**config.mk**
```make
export PLATFORM = sky130hd
export DESIGN_NAME = spi_master_burst
export DESIGN_NICKNAME = d
export VERILOG_FILES = /design/src/rtl/spi_master_burst.sv
export SDC_FILE = /design/constraint.sdc
export NUM_CORES = 1
export LEC_CHECK = 0
export CORE_UTILIZATION = 50
export DETAILED_ROUTE_END_ITERATION = 10
export GPL_TIMING_DRIVEN = 1
export PLACE_DENSITY = 0.73
export SYNTH_ARGS = -nofsm -noshare
export SYNTH_HDL_FRONTEND = slang
export SYNTH_SLANG_ARGS = --single-unit
```
**constraint.sdc**
```tcl
create_clock -name i_Clk -period 3 [get_ports i_Clk]
set_clock_uncertainty 0.15 [all_clocks]
set_input_delay 0.45 -clock i_Clk [delete_from_list [all_inputs] [get_ports i_Clk]]
set_output_delay 0.45 -clock i_Clk [all_outputs]
set_load 0.01 [all_outputs]
```
**src/rtl/spi_master_burst.sv**
```systemverilog
// -----------------------------------------------------------------------------
// spi_master_burst
//   SPI master shifting WORD_W-bit words MSB-first in any of the four SPI
//   modes. It drives its own active-low chip select and keeps it asserted
//   across a multi-word burst; the host flags the final word with i_TX_Last.
//
// Ports
//   i_Clk, i_Rst        system clock, asynchronous active-high reset
//   i_TX_Word/DV/Last   word to send, its qualifier, end-of-burst marker
//   o_TX_Ready          a word is accepted when i_TX_DV & o_TX_Ready
//   o_RX_DV, o_RX_Word  one-cycle pulse with the word sampled from MISO
//   o_SPI_Clk, o_SPI_MOSI, i_SPI_MISO, o_SPI_CS_n   external SPI pins
// -----------------------------------------------------------------------------
module spi_master_burst #(
    parameter int WORD_W            = 8,
    parameter int SPI_MODE          = 0,
    parameter int CLKS_PER_HALF_BIT = 2,
    parameter int CS_INACTIVE_CLKS  = 2
) (
    input  logic              i_Clk,
    input  logic              i_Rst,
    input  logic [WORD_W-1:0] i_TX_Word,
    input  logic              i_TX_DV,
    input  logic              i_TX_Last,
    output logic              o_TX_Ready,
    output logic              o_RX_DV,
    output logic [WORD_W-1:0] o_RX_Word,
    output logic              o_SPI_Clk,
    input  logic              i_SPI_MISO,
    output logic              o_SPI_MOSI,
    output logic              o_SPI_CS_n
);

    localparam logic CPOL = (SPI_MODE & 2) != 0;
    localparam logic CPHA = (SPI_MODE & 1) != 0;

    // One cycle counter serves both the half-bit timer and the CS idle timer.
    localparam int CNT_MAX = (CLKS_PER_HALF_BIT > CS_INACTIVE_CLKS) ?
                             CLKS_PER_HALF_BIT : CS_INACTIVE_CLKS;
    localparam int CNT_W   = $clog2(CNT_MAX + 1);
    localparam int EDGES   = 2 * WORD_W;
    localparam int EDGE_W  = $clog2(EDGES + 1);

    localparam logic [CNT_W-1:0]  HALF_LAST = CNT_W'(CLKS_PER_HALF_BIT - 1);
    localparam logic [CNT_W-1:0]  CSI_LAST  = CNT_W'(CS_INACTIVE_CLKS - 1);
    localparam logic [EDGE_W-1:0] EDGE_LAST = EDGE_W'(EDGES - 1);
    localparam logic [EDGE_W-1:0] EDGE_DONE = EDGE_W'(EDGES);

    typedef enum logic [2:0] {
        IDLE,
        CS_SETUP,
        SHIFT,
        HOLD,
        CS_IDLE
    } state_t;

    state_t              state_q;
    logic [CNT_W-1:0]    cnt_q;
    logic [EDGE_W-1:0]   edge_q;      // SCLK edges issued in the current word
    logic [WORD_W-1:0]   tx_sh_q;
    logic [WORD_W-1:0]   rx_sh_q;
    logic                last_q;
    logic                sclk_q;
    logic                cs_n_q;
    logic                mosi_q;
    logic                ready_q;
    logic                rx_dv_q;
    logic [WORD_W-1:0]   rx_word_q;

    logic                accept;
    logic                half_tick;
    logic                sample_edge;
    logic [WORD_W-1:0]   tx_sh_d;
    logic [WORD_W-1:0]   rx_sh_d;

    assign accept      = i_TX_DV & ready_q;
    assign half_tick   = (cnt_q == HALF_LAST);
    // Even edge indices are leading edges. CPHA=0 samples on leading edges,
    // CPHA=1 on trailing edges, so the sampling parity equals CPHA.
    assign sample_edge = (edge_q[0] == CPHA);
    assign tx_sh_d     = {tx_sh_q[WORD_W-2:0], 1'b0};
    assign rx_sh_d     = {rx_sh_q[WORD_W-2:0], i_SPI_MISO};

    // NOTE: sequential state uses non-blocking (<=) so every register samples
    // pre-edge values; blocking here would create order-dependent races.
    always_ff @(posedge i_Clk or posedge i_Rst) begin
        if (i_Rst) begin
            state_q   <= IDLE;
            cnt_q     <= '0;
            edge_q    <= '0;
            tx_sh_q   <= '0;
            rx_sh_q   <= '0;
            last_q    <= 1'b0;
            sclk_q    <= CPOL;
            cs_n_q    <= 1'b1;
            mosi_q    <= 1'b0;
            ready_q   <= 1'b0;
            rx_dv_q   <= 1'b0;
            rx_word_q <= '0;
        end else begin
            rx_dv_q <= 1'b0;
            case (state_q)
                IDLE: begin
                    cs_n_q  <= 1'b1;
                    sclk_q  <= CPOL;
                    ready_q <= 1'b1;
                    if (accept) begin
                        ready_q <= 1'b0;
                        cs_n_q  <= 1'b0;
                        tx_sh_q <= i_TX_Word;
                        last_q  <= i_TX_Last;
                        cnt_q   <= '0;
                        if (!CPHA) mosi_q <= i_TX_Word[WORD_W-1];
                        state_q <= CS_SETUP;
                    end
                end

                CS_SETUP: begin
                    if (half_tick) begin
                        cnt_q   <= '0;
                        edge_q  <= '0;
                        state_q <= SHIFT;
                    end else begin
                        cnt_q <= cnt_q + 1'b1;
                    end
                end

                SHIFT: begin
                    if (edge_q == EDGE_DONE) begin
                        // All edges issued and the last sample taken: publish.
                        rx_dv_q   <= 1'b1;
                        rx_word_q <= rx_sh_q;
                        cnt_q     <= '0;
                        if (last_q) begin
                            cs_n_q  <= 1'b1;
                            state_q <= CS_IDLE;
                        end else begin
                            ready_q <= 1'b1;
                            state_q <= HOLD;
                        end
                    end else if (half_tick) begin
                        cnt_q  <= '0;
                        edge_q <= edge_q + 1'b1;
                        sclk_q <= ~sclk_q;
                        if (sample_edge) begin
                            rx_sh_q <= rx_sh_d;
                        end else if (CPHA) begin
                            mosi_q  <= tx_sh_q[WORD_W-1];
                            tx_sh_q <= tx_sh_d;
                        end else if (edge_q != EDGE_LAST) begin
                            // CPHA=0 already presented the MSB; advance on
                            // trailing edges, holding MOSI after the last one.
                            mosi_q  <= tx_sh_q[WORD_W-2];
                            tx_sh_q <= tx_sh_d;
                        end
                    end else begin
                        cnt_q <= cnt_q + 1'b1;
                    end
                end

                HOLD: begin
                    sclk_q  <= CPOL;
                    ready_q <= 1'b1;
                    if (accept) begin
                        ready_q <= 1'b0;
                        tx_sh_q <= i_TX_Word;
                        last_q  <= i_TX_Last;
                        cnt_q   <= '0;
                        edge_q  <= '0;
                        if (!CPHA) mosi_q <= i_TX_Word[WORD_W-1];
                        state_q <= SHIFT;
                    end
                end

                CS_IDLE: begin
                    if (cnt_q == CSI_LAST) begin
                        cnt_q   <= '0;
                        ready_q <= 1'b1;
                        state_q <= IDLE;
                    end else begin
                        cnt_q <= cnt_q + 1'b1;
                    end
                end

                default: state_q <= IDLE;
            endcase
        end
    end

    assign o_TX_Ready = ready_q;
    assign o_RX_DV    = rx_dv_q;
    assign o_RX_Word  = rx_word_q;
    assign o_SPI_Clk  = sclk_q;
    assign o_SPI_MOSI = mosi_q;
    assign o_SPI_CS_n = cs_n_q;

endmodule

```
After elaboration in Yosys (flattened, before gate mapping)
Cells that the tools add are included.

Mux-type cells: 41. Equality and inequality tests: 19. Bitwise logic cells: 4. Reduce and logical (&&, ||, !) cells: 18. Add/subtract/negate cells: 2.

Operator list (count): 7-bit 2-to-1 mux (5); 2-bit inequality test, second input constant (11); 5-bit 2-to-1 mux (4); 3-bit 2-to-1 mux (6); 1-bit 2-to-1 mux (15); 3-bit one-hot mux with 5 select lines (1); 5-bit one-hot mux with 3 select lines (1); 7-bit one-hot mux with 2 select lines (1); 5-bit AND reduction (2); 3-bit nonzero test (3); 4-bit AND reduction (2); 3-bit by 2-bit == test with 1-bit output, second input constant (2); 2-bit 2-to-1 mux (3); 1-bit one-hot mux with 2 select lines (3); 2-bit one-hot mux with 3 select lines (1); 2-bit AND reduction (3); 3-bit AND reduction (2); 6-bit AND reduction (1); 5-bit by 1-bit adder with 5-bit output, second input constant (1); 5-bit == test, second input constant (1); 5-bit by 4-bit inequality test with 1-bit output, second input constant (1); 2-bit nonzero test (2); 2-bit OR reduction (2); 3-bit by 1-bit == test with 1-bit output, second input constant (1); 8 further kinds (10).

Word-level logic and storage cells: 96. Register bits after elaboration: 39. Input port bits: 13. Output and inout bits: 13.

Depth between registers and ports, before layout
Gate-level depths: netlist of run 1.

Depth after elaboration: 6. Mapped depth: 7. Depth with buffers taken out: 6.

Least setup slack after synthesis of run 1
No wires, ideal clock.

Kind: register to register. From: register edge_q[0]. To: register edge_q[4]. Library setup time: 0.125 ns. Data required time: 2.725 ns. Arrival: 2.068 ns. Stages on the path, launching flop included: 8. Slack: 0.657 ns. Path buffers: 1. Period minus slack after synthesis: 2.343 ns. Cell sequence: dfrtp_1 inv_1 ha_1 nor4bb_1 buf_2 or4_1 a31oi_2 mux2_2.

Cells in the longest elaborated chain, start to end: 4. Elaborated cells between the ends (all ways): 7. Classes of those cells: add/sub: 1; eq/ne: 2; mux: 3; reduce/logical: 1.

Ends and longest elaborated chain: start: declaration (RTL line 59) `logic [EDGE_W-1:0] edge_q;`; start signal: assignment (RTL line 143) `edge_q <= edge_q + 1'b1;`; 5-bit by 1-bit adder with 5-bit output (RTL line 143); 5-bit 2-to-1 mux (RTL line 141) `end else if (half_tick) begin`; 5-bit 2-to-1 mux (RTL line 129) `if (edge_q == EDGE_DONE) begin`; 5-bit one-hot mux with 3 select lines (RTL line 102) `case (state_q)`.

Several ways; a longest one is shown, not always the timed one. The select of a mux whose other input is x is not followed. A chain may end at the register's enable or synchronous reset.

Worst setup path after layout of run 1
From: register edge_q[0]. To: register tx_sh_q[6].

Cells in the longest elaborated chain, start to end: 3. Elaborated cells between the ends (all ways): 6. Classes of those cells: eq/ne: 5; reduce/logical: 1.

Ends and longest elaborated chain: 5-bit by 4-bit inequality test with 1-bit output or 5-bit == test (tied branches) (RTL line 150, 129); 2-bit inequality test (no source line); 6-bit AND reduction (no source line) *; end signal: assignment (RTL line 149) `tx_sh_q <= tx_sh_d;`; end signal: assignment (RTL line 154) `tx_sh_q <= tx_sh_d;`; end signal: assignment (RTL line 166) `tx_sh_q <= i_TX_Word;`; end: declaration (RTL line 60) `logic [WORD_W-1:0] tx_sh_q;`.

Mark *: on every way between the ends. The rest lies on a longest branch, timed or not.

==> results of run 1 <==
## layout by cell type (no fill, tap or decap), drive strengths merged, types with 2 or more instances in the layout
cell           instances
a21oi                  9
a31oi                  4
buf                    5
clkbuf                 6
clkdlybuf4s50         25
clkinv                 2
dfrtp                 38
ha                     3
inv                   10
mux2                  32
mux2i                  3
nand2                 11
nand2b                 2
nand3                  8
nor2                   8
nor2b                  4
nor3                   4
o21ai                  5
xor2                   2
## worst max-delay path by stage
stage,start,end,slack [ps]
2_1_floorplan,edge_q[0]$_DFFE_PP0P_,edge_q[4]$_DFFE_PP0P_,660
3_3_place_gp,edge_q[0]$_DFFE_PP0P_,tx_sh_q[1]$_DFFE_PP0P_,520
3_5_place_dp,edge_q[0]$_DFFE_PP0P_,tx_sh_q[6]$_DFFE_PP0P_,410
4_1_cts,edge_q[0]$_DFFE_PP0P_,tx_sh_q[6]$_DFFE_PP0P_,390
5_1_grt,edge_q[0]$_DFFE_PP0P_,o_SPI_MOSI$_DFFE_PP0P_,200
6_report,edge_q[0]$_DFFE_PP0P_,tx_sh_q[6]$_DFFE_PP0P_,380
## metal layers
layer | vias to the layer above | part of all wire [%] | track usage [%] | wire length (um)
met5 | - | 0 | 0 | 0
met4 | 0 | 1.6 | 8.70 | 61
met3 | 7 | 3.9 | 4.86 | 147
met2 | 37 | 48 | 34.0 | 1840
met1 | 701 | 46 | 25.9 | 1750
li1 | 679 | - | - | -
## state kept, by name, summed over array words and instances (netlist names)
register,flops
o_SPI_MOSI,1
o_SPI_Clk,1
cnt_q,2
o_RX_Word,8
rx_sh_q,8
tx_sh_q,7
last_q,1
o_SPI_CS_n,1
o_RX_DV,1
o_TX_Ready,1
state_q,3
edge_q,5
## cells in the mapped netlist, drive strengths merged, types with 2 or more instances
master and n:
dfrtp 38, mux2 32, nand2 11, inv 10
a21oi 9, nand3 8, nor2 8, buf 5
clkbuf 5, o21ai 5, a31oi 4, nor2b 4
nor3 4, ha 3, mux2i 3, nand2b 2
xor2 2
## worst max-delay path: stages, from the launching register on
cell	delay (ps)
sky130_fd_sc_hd__dfrtp_1	470
sky130_fd_sc_hd__inv_1	110
sky130_fd_sc_hd__ha_1	180
sky130_fd_sc_hd__nor4bb_1	570
sky130_fd_sc_hd__nor3_4	120
sky130_fd_sc_hd__a32oi_2	500
sky130_fd_sc_hd__mux2_2	400
## final cells by class
class | instances | share of cell area (%)
Sequential cell | 39 | 40.4
Clock inverter | 2 | 1.45
Inverter | 11 | 1.71
Timing Repair Buffer | 30 | 11.9
Multi-Input combinational cell | 117 | 38.6
Tap cell | 48 | 2.48
Clock buffer | 6 | 3.42
## power groups by stage
| stage | logic (mW) | clock network, mW | registers, mW |
|---|---|---|---|
| 6_report | 1.04 | 0.460 | 0.910 |
| 5_1_grt | 1.14 | 0.486 | 0.939 |
| 4_1_cts | 1.04 | 0.465 | 0.908 |
| 3_5_place_dp | 1.03 | 0 | 0.917 |
| 3_3_place_gp | 1.00 | 0 | 0.901 |
| 2_1_floorplan | 0.795 | 0 | 0.881 |
## logic make-up after synthesis
group	after synthesis	synth area share [%]
AOI/OAI and AO/OA	29	10.4
xor gates and xnor gates	3	1.31
adders and majority gates	3	1.87
buffers and inverters	21	4.74
DFF	39	48.7
muxes	35	19.5
and+or+nand+nor	47	13.5
==> metrics.md, run 1 <==
| Metric | Value |
|---|---|
| Power Dens Cells | 995 nW/um2 |
| Max Fclk | 382 MHz |
| WL per Instance | 15.0 um |
| Result of the run | finished clean |
| Clock share of power | 19.1% |
| Router iterations before antenna repair | 4 |
| Antenna violations before repair | 0 |
| Instance area at placement | 2300 um2 |
| Nature of the critical path startpoint | register |
| Final core occ | 64.6% |
| Leftover overflow at the end of global routing | 0 |
| Num rows | 22 |
| Nets | 220 |
| Vias per Instance | 5.63 |
| Post-route ant nets | 0 |
| Fraction of the yosys area taken by sequential cells | 48.7% |
| Share of synthesized flip-flops with an asynchronous set or reset | 100% |
| Number of global-route vias before repair | 1468 |
| Critical Path Fanout Max | 8 |
| Worst-case hold slack | 359 ps |
| Largest cells by area after synthesis | sky130_fd_sc_hd__dfrtp_1 47%, sky130_fd_sc_hd__mux2_2 18%, sky130_fd_sc_hd__a21oi_1 2.2%, sky130_fd_sc_hd__nand2_1 2.1%, sky130_fd_sc_hd__nand3_1 2.0% |
| Synth cell types | 45 |
| WP data arrival | 2650 ps |
| Total nets after synthesis | 193 |
| DRC marker count from the first detailed-route iteration | 78 |
| FF-to-FF End | tx_sh_q[6]$_DFFE_PP0P_ |
| Number of H-tree levels | 2 |
| Slack of the worst reg-to-reg path | 380 ps |
| Sequential cell area | 977 um2 |
| Endpoint, Worst Hold | tx_sh_q[3]$_DFFE_PP0P_ |
| Sequential share of power | 37.8% |
| Top cell type by total area after synthesis | sky130_fd_sc_hd__dfrtp_1 |
| Layout overhead on the synthesized area | 20.5% |
| Drt total wl | 3800 um |
| Count of input and output buffers | 25 |
| Number of synthesis warnings | 0 |
| Die span in y | 65.3 um |
| Clock sink total | 39 |
| Netlist area before placement | 2010 um2 |
| Routability-driven placement congestion ratio | 0.852 |
| Number of enable flip-flop cells after synthesis | 0 |
| Min cycle time layout | 2620 ps |
| Number of buffers inserted for hold repair after clock tree synthesis | 0 |
| Area taken by multi-input logic gates | 933 um2 |
| Depth of the worst hold-timing path | 1 |
| Critical Path End Type | register |
| Internal Pwr Total | 1.58 mW |
| Post-CTS Resized | 0 |
| Required time worst endpoint | 3030 ps |
| Number of max-slew violations in the final report | 0 |
| Worst hold path class | reg2reg |
| Number of maximum-capacitance constraint violations | 0 |
| Net switching power figure | 0.830 mW |
| Clock buffer count from CTS | 5 |
| Sum of negative setup slack | 0 ps |
| Worst R2R Start | edge_q[0]$_DFFE_PP0P_ |
| Number of diodes added for antenna fixing | 0 |
| Reported leakage power | 1.06 nW |
| Post-synthesis sequential element count | 39 |
| Switching fraction of total power | 34.5% |
| Die Wd | 65.3 um |
| Count of pins on the block boundary | 26 |
| Share of total power in combinational logic | 43.0% |
| Share of cells above drive strength 1 | 25.9% |
| Clock-pin transition on the worst setup and hold timing paths | 90 ps |
| Maximum buffer depth of the clock tree | 2 |
| Finished Layout Cells | 253 |
| Most frequently used flop master after synthesis | sky130_fd_sc_hd__dfrtp_1 |
| Total die area | 4270 um2 |
| Worst slew slack as a fraction of its limit | 57.9% |
| RSZ-0062 raised after global routing | false |
| Largest net degree at the start of global routing | 40 |
| Hold path startpoint | tx_sh_q[3]$_DFFE_PP0P_ |
| R2r worst-path depth | 6 |
| VDD IR-drop max | 0.522 mV |
| GRT Overall Usage | 20.7% |
| Residual DRC | 0 |
| Transition at the pin with the smallest max-transition slack | 623 ps |
| Area fraction of the dominant cell type after synthesis | 47.4% |
| Number of failing hold endpoints at the final stage | 0 |
| Pre-CTS worst setup slack | 407 ps |
| Share of the cycle needed by the critical path after routing | 87.2% |
| Number of inserted filler cells in the final layout | 309 |
| Final cell area excluding filler cells | 2420 um2 |
| Per-instance average area after synthesis | 11.3 um2 |
| Final setup viols | 0 |
| Core Box Area | 3740 um2 |
| Placed wire-length estimate after detailed placement | 2590 um |
| Clock latency of the later-clocked register in the worst-skew pair | 300 ps |
| Total power of the final layout | 2.40 mW |
| Clock Tree Root | sky130_fd_sc_hd__clkbuf_8 |
| Starting density of the core | 53.6% |
| # Post-CTS Setup Buffers | 0 |
| Gate Count Post-Synth | 177 |
| CTS tree | done |
| Post-Place Cells | 245 |
| Minimum setup slack in the final design | 383 ps |
| Critical path class | reg2reg |
| First-pass GRT wire length | 6680 um |
| DR vias | 1424 |
(Power assumes the default switching activity.)
==> run 2, diff against run 1 <==
Settings changed: REMOVE_ABC_BUFFERS set to 1, SLEW_MARGIN set to 20.
==> metrics.md, run 2 (same netlist as run 1, synthesis figures left out) <==
| Metric | Value |
|---|---|
| Sum of negative setup slack | 0 ps |
| Hold path startpoint | rx_sh_q[7]$_DFFE_PP0P_ |
| Nature of the critical path startpoint | register |
| Clock share of power | 18.0% |
| Post-route ant nets | 0 |
| Die span in y | 65.3 um |
| Clock sink total | 39 |
| Number of H-tree levels | 2 |
| WL per Instance | 15.6 um |
| Pre-CTS worst setup slack | 288 ps |
| Number of failing hold endpoints at the final stage | 0 |
| Number of global-route vias before repair | 1481 |
| Power Dens Cells | 989 nW/um2 |
| Share of cells above drive strength 1 | 25.9% |
| Die Wd | 65.3 um |
| Drt total wl | 3940 um |
| Residual DRC | 0 |
| Number of buffers inserted for hold repair after clock tree synthesis | 0 |
| Endpoint, Worst Hold | rx_sh_q[7]$_DFFE_PP0P_ |
| Core Box Area | 3740 um2 |
| Layout overhead on the synthesized area | 20.9% |
| Final setup viols | 0 |
| Leftover overflow at the end of global routing | 0 |
| Critical Path End Type | register |
| Minimum setup slack in the final design | 292 ps |
| DRC marker count from the first detailed-route iteration | 137 |
| Maximum buffer depth of the clock tree | 2 |
| Number of maximum-capacitance constraint violations | 0 |
| Final cell area excluding filler cells | 2420 um2 |
| Worst R2R Start | edge_q[0]$_DFFE_PP0P_ |
| Clock Tree Root | sky130_fd_sc_hd__clkbuf_8 |
| Worst slew slack as a fraction of its limit | 51.0% |
| Finished Layout Cells | 253 |
| Routability-driven placement congestion ratio | 0.811 |
| Sequential share of power | 37.7% |
| GRT Overall Usage | 21.3% |
| Total power of the final layout | 2.40 mW |
| Transition at the pin with the smallest max-transition slack | 724 ps |
| Instance area at placement | 2310 um2 |
| Number of max-slew violations in the final report | 0 |
| Highest-count cells in the layout ignoring fill and taps | 38 x sky130_fd_sc_hd__dfrtp_1, 32 x sky130_fd_sc_hd__mux2_2, 25 x sky130_fd_sc_hd__clkdlybuf4s50_1 |
| Starting density of the core | 53.6% |
| RSZ-0062 raised after global routing | false |
| Vias per Instance | 5.65 |
| Reported leakage power | 1.06 nW |
| Net switching power figure | 0.841 mW |
| Critical Path Fanout Max | 8 |
| Most frequent standard cell in the layout excluding fill and tap cells | sky130_fd_sc_hd__dfrtp_1 |
| VDD IR-drop max | 0.532 mV |
| Critical path class | reg2reg |
| Clock buffer count from CTS | 5 |
| Share of total power in combinational logic | 44.3% |
| FF-to-FF End | tx_sh_q[3]$_DFFE_PP0P_ |
| Post-CTS Resized | 0 |
| Nets | 220 |
| Total die area | 4270 um2 |
| DR vias | 1429 |
| First-pass GRT wire length | 6880 um |
| Number of diodes added for antenna fixing | 0 |
| Slack of the worst reg-to-reg path | 290 ps |
| Share of the cycle needed by the critical path after routing | 90.3% |
| Post-Place Cells | 245 |
| Largest net degree at the start of global routing | 23 |
| Switching fraction of total power | 35.1% |
| WP data arrival | 2730 ps |
| Internal Pwr Total | 1.56 mW |
| R2r worst-path depth | 6 |
| # Post-CTS Setup Buffers | 0 |
| Depth of the worst hold-timing path | 1 |
| Placed wire-length estimate after detailed placement | 2830 um |
| Result of the run | finished clean |
| Count of pins on the block boundary | 26 |
| Router iterations before antenna repair | 4 |
| Antenna violations before repair | 0 |
| Max Fclk | 369 MHz |
| Required time worst endpoint | 3030 ps |
| Worst hold path class | reg2reg |
| Clock latency of the later-clocked register in the worst-skew pair | 290 ps |
| Min cycle time layout | 2710 ps |
| CTS tree | done |
| Clock-pin transition on the worst setup and hold timing paths | 80 ps |
| Num rows | 22 |
| Count of input and output buffers | 25 |
## run 2: cell count changes in the layout (fill, tap and decap cells not counted)
cell,previous run,this run
sky130_fd_sc_hd__buf_4,5,4
sky130_fd_sc_hd__clkbuf_8,6,5
sky130_fd_sc_hd__clkinv_4,0,1
sky130_fd_sc_hd__buf_12,0,1
## run 2: critical path, stage by stage, from the launching register on
cell and delay [ps]:
sky130_fd_sc_hd__dfrtp_1 460, sky130_fd_sc_hd__inv_1 130, sky130_fd_sc_hd__ha_1 190, sky130_fd_sc_hd__nor4bb_1 660
sky130_fd_sc_hd__nor3_4 120, sky130_fd_sc_hd__a32oi_2 490, sky130_fd_sc_hd__mux2_2 400
## run 2: final cells by class
| class | instances | area [um2] |
|---|---|---|
| Multi-Input combinational cell | 117 | 933 |
| Inverter | 11 | 41.3 |
| Tap cell | 48 | 60.1 |
| Clock buffer | 5 | 68.8 |
| Timing Repair Buffer | 30 | 300 |
| Clock inverter | 3 | 43.8 |
| Fill cell | 314 | 1320 |
| Sequential cell | 39 | 977 |
## run 2: worst max-delay path by stage
stage	startpoint	end	slack [ps]	cells after the start
floorplan	edge_q[0]$_DFFE_PP0P_	o_SPI_MOSI$_DFFE_PP0P_	130	6
global placement	edge_q[0]$_DFFE_PP0P_	tx_sh_q[2]$_DFFE_PP0P_	450	6
detailed placement	edge_q[0]$_DFFE_PP0P_	tx_sh_q[3]$_DFFE_PP0P_	290	6
CTS	edge_q[0]$_DFFE_PP0P_	tx_sh_q[3]$_DFFE_PP0P_	280	6
global route	edge_q[0]$_DFFE_PP0P_	tx_sh_q[3]$_DFFE_PP0P_	160	6
finish	edge_q[0]$_DFFE_PP0P_	tx_sh_q[3]$_DFFE_PP0P_	290	6
## run 2: through the flow
| stage | hold slack (ps) | util, % |
|---|---|---|
| after floorplan | 325 | - |
| final | 356 | 64.8 |
| after CTS | 364 | 64.8 |
| after global routing | 380 | 64.8 |
| after detailed placement | 344 | 61.8 |
| after global placement | 335 | 61.8 |
## run 2: power by group through the flow
stage	Sequential, mW	Combinational [mW]	Clock (mW)
2_1_floorplan	0.904	0.734	0
3_3_place_gp	0.896	1.01	0
3_5_place_dp	0.913	1.06	0
4_1_cts	0.904	1.07	0.447
5_1_grt	0.939	1.16	0.469
6_report	0.905	1.06	0.431
## run 2: routing by layer
layer / routed length (um) / share of wire [%] / global-route usage (%) / vias to the layer above
met3: 152 / 3.9 / 5.03 / 6
met2: 2020 / 51 / 36.0 / 36
met5: 0 / 0 / 0 / -
li1: - / - / - / 677
met1: 1740 / 44 / 27.2 / 710
met4: 37 / 0.94 / 5.71 / 0
==> run 3, diff against run 2 <==
Settings changed: ABC_AREA set to 1, CORE_UTILIZATION 50 to 49, PLACE_DENSITY 0.73 to 0.75.
Clock period 3 ns to 2.3 ns, I/O delays scaled along.
==> metrics.md, run 3 <==
| Metric | Value |
|---|---|
| Critical path class | reg2reg |
| Total die area | 4290 um2 |
| Largest net degree at the start of global routing | 40 |
| Number of failing hold endpoints at the final stage | 0 |
| Number of global-route vias before repair | 1552 |
| Number of diodes added for antenna fixing | 0 |
| Placed wire-length estimate after detailed placement | 2600 um |
| Netlist area before placement | 1970 um2 |
| Starting density of the core | 52.4% |
| CTS tree | done |
| Clock latency of the later-clocked register in the worst-skew pair | 300 ps |
| Routability-driven placement congestion ratio | 0.975 |
| Number of inserted filler cells in the final layout | 323 |
| WP data arrival | 2040 ps |
| Most frequent standard cell in the layout excluding fill and tap cells | sky130_fd_sc_hd__nand2_1 |
| Fraction of the yosys area taken by sequential cells | 49.5% |
| Most frequently used flop master after synthesis | sky130_fd_sc_hd__dfrtp_1 |
| Crit path max-delay cell type | sky130_fd_sc_hd__nor2_4 |
| R2r worst-path depth | 7 |
| Clock buffer count from CTS | 5 |
| Nets | 287 |
| Instance area at placement | 2240 um2 |
| Max Fclk | 512 MHz |
| Layout overhead on the synthesized area | 19.1% |
| Worst hold path class | in2async |
| Clock-pin transition on the worst setup and hold timing paths | 80 ps |
| Top cell type by total area after synthesis | sky130_fd_sc_hd__dfrtp_1 |
| Maximum buffer depth of the clock tree | 2 |
| Transition at the pin with the smallest max-transition slack | 485 ps |
| Cell with the most instances after synthesis | sky130_fd_sc_hd__nand2_1 |
| Critical Path Fanout Max | 15 |
| Reported leakage power | 1.19 nW |
| Antenna violations before repair | 0 |
| Post-Place Cells | 312 |
| Clock sink total | 39 |
| Worst Path Buf+Inv | 1 |
| Final cell area excluding filler cells | 2350 um2 |
| Die span in y | 65.5 um |
| Top post-synthesis cells by count | 80 x sky130_fd_sc_hd__nand2_1, 38 x sky130_fd_sc_hd__dfrtp_1, 24 x sky130_fd_sc_hd__nor2_1 |
| Crit path cell chain | inv_1 > nand3_1 > nor2_4 > nor2_4 > nand2_2 > nand2_1 > nand2_1 |
| Highest-count cells in the layout ignoring fill and taps | 80 x sky130_fd_sc_hd__nand2_1, 38 x sky130_fd_sc_hd__dfrtp_1, 25 x sky130_fd_sc_hd__clkdlybuf4s50_1 |
| Worst R2R Start | state_q[0]$_DFFE_PP0P_ |
| Min cycle time layout | 1950 ps |
| Post-route ant nets | 0 |
| Core Box Area | 3770 um2 |
| Clock Tree Root | sky130_fd_sc_hd__clkbuf_8 |
| RSZ-0062 raised after global routing | false |
| Number of synthesis warnings | 0 |
| Slack of the worst reg-to-reg path | 350 ps |
| Vias per Instance | 5.00 |
| Final setup viols | 0 |
| Largest cells by area after synthesis | sky130_fd_sc_hd__dfrtp_1 48%, sky130_fd_sc_hd__nand2_1 15%, sky130_fd_sc_hd__nand3_1 5.8%, sky130_fd_sc_hd__nor2_1 4.6%, sky130_fd_sc_hd__inv_1 4.2% |
| VDD IR-drop max | 0.766 mV |
| Area taken by multi-input logic gates | 840 um2 |
| Minimum setup slack in the final design | 346 ps |
| GRT Overall Usage | 20.0% |
| Post-CTS Resized | 0 |
| Share of synthesized flip-flops with an asynchronous set or reset | 100% |
| Share of cells above drive strength 1 | 9.93% |
| Required time worst endpoint | 2380 ps |
| Residual DRC | 0 |
| Drt total wl | 3670 um |
| Post-synthesis sequential element count | 39 |
| Num rows | 22 |
| Sequential cell area | 977 um2 |
| Synth cell types | 22 |
| DR vias | 1600 |
| Router iterations before antenna repair | 4 |
| Largest stage delay, worst path | 470 ps |
| Sum of negative setup slack | 0 ps |
| Power Dens Cells | 1300 nW/um2 |
| Delay-heaviest family, CP | simple AND/OR/NAND/NOR gates |
| Critical Path End Type | register |
| Number of enable flip-flop cells after synthesis | 0 |
| Nature of the critical path startpoint | register |
| # Post-CTS Setup Buffers | 0 |
| Finished Layout Cells | 320 |
| Gate Count Post-Synth | 243 |
| Number of H-tree levels | 2 |
| Pre-CTS worst setup slack | 336 ps |
| Number of buffers inserted for hold repair after clock tree synthesis | 0 |
| Area fraction of the dominant cell type after synthesis | 48.2% |
| First-pass GRT wire length | 6490 um |
| FF-to-FF End | edge_q[4]$_DFFE_PP0P_ |
| Count of pins on the block boundary | 26 |
| Share of the cycle needed by the critical path after routing | 85.0% |
| Result of the run | finished clean |
| Worst-case hold slack | 310 ps |
| Number of max-slew violations in the final report | 0 |
| WL per Instance | 11.5 um |
| Worst slew slack as a fraction of its limit | 67.6% |
| Per-instance average area after synthesis | 8.13 um2 |
| Count of input and output buffers | 25 |
| DRC marker count from the first detailed-route iteration | 73 |
| Leftover overflow at the end of global routing | 0 |
| Die Wd | 65.5 um |
| Number of maximum-capacitance constraint violations | 0 |
-- run 3: report_power, final --
part	switching, mW	leakage, nW	internal, mW	total (mW)
combinational	0.957	0.626	0.476	1.43
sequential	0.146	0.507	0.901	1.05
clock	0.259	0.0587	0.329	0.588
-- run 3: how the worst max path moves through the flow --
stage	slack, ps	depth (start not counted)	from	to
3_3_place_gp	340	7	state_q[0]$_DFFE_PP0P_	edge_q[0]$_DFFE_PP0P_
5_1_grt	150	7	state_q[0]$_DFFE_PP0P_	edge_q[3]$_DFFE_PP0P_
2_1_floorplan	690	10	edge_q[0]$_DFFE_PP0P_	o_SPI_MOSI$_DFFE_PP0P_
6_report	350	7	state_q[0]$_DFFE_PP0P_	edge_q[4]$_DFFE_PP0P_
3_5_place_dp	340	7	state_q[0]$_DFFE_PP0P_	edge_q[0]$_DFFE_PP0P_
4_1_cts	310	7	state_q[0]$_DFFE_PP0P_	edge_q[4]$_DFFE_PP0P_
-- run 3: logic make-up after synthesis --
group / after synthesis / synth area share, %
simple gates: 142 / 33.1
flops: 39 / 49.5
buf+inv: 30 / 7.98
compound gates: 29 / 7.54
fa+ha+maj: 3 / 1.90
-- run 3: worst register-to-register path, cell delays in order (launching register included) --
cell and delay [ps]:
sky130_fd_sc_hd__dfrtp_1 460, sky130_fd_sc_hd__inv_1 120, sky130_fd_sc_hd__nand3_1 360, sky130_fd_sc_hd__nor2_4 470, sky130_fd_sc_hd__nor2_4 80, sky130_fd_sc_hd__nand2_2 130, sky130_fd_sc_hd__nand2_1 60, sky130_fd_sc_hd__nand2_1 60
-- run 3: area by class of cell --
| type | count | area share, % |
|---|---|---|
| Sequential cell | 39 | 41.5 |
| Multi-Input combinational cell | 174 | 35.7 |
| Timing Repair Buffer | 26 | 11.0 |
| Inverter | 25 | 4.31 |
| Clock buffer | 5 | 2.93 |
| Tap cell | 48 | 2.55 |
| Clock inverter | 3 | 2.02 |
-- run 3: metrics by stage --
step           total power [mW]  utilization (%)
6_report                   3.07             62.4
5_1_grt                    3.34             62.4
4_1_cts                    3.08             62.4
3_5_place_dp               2.48             59.3
3_3_place_gp               2.47             59.3
2_1_floorplan              2.13                -
-- run 3: routing by layer --
metal  part of all wire [%]  GRT usage (%)
met1                     47           25.1
met2                     46           32.5
met3                    5.1           4.86
met4                    1.8           8.97
met5                      0              0
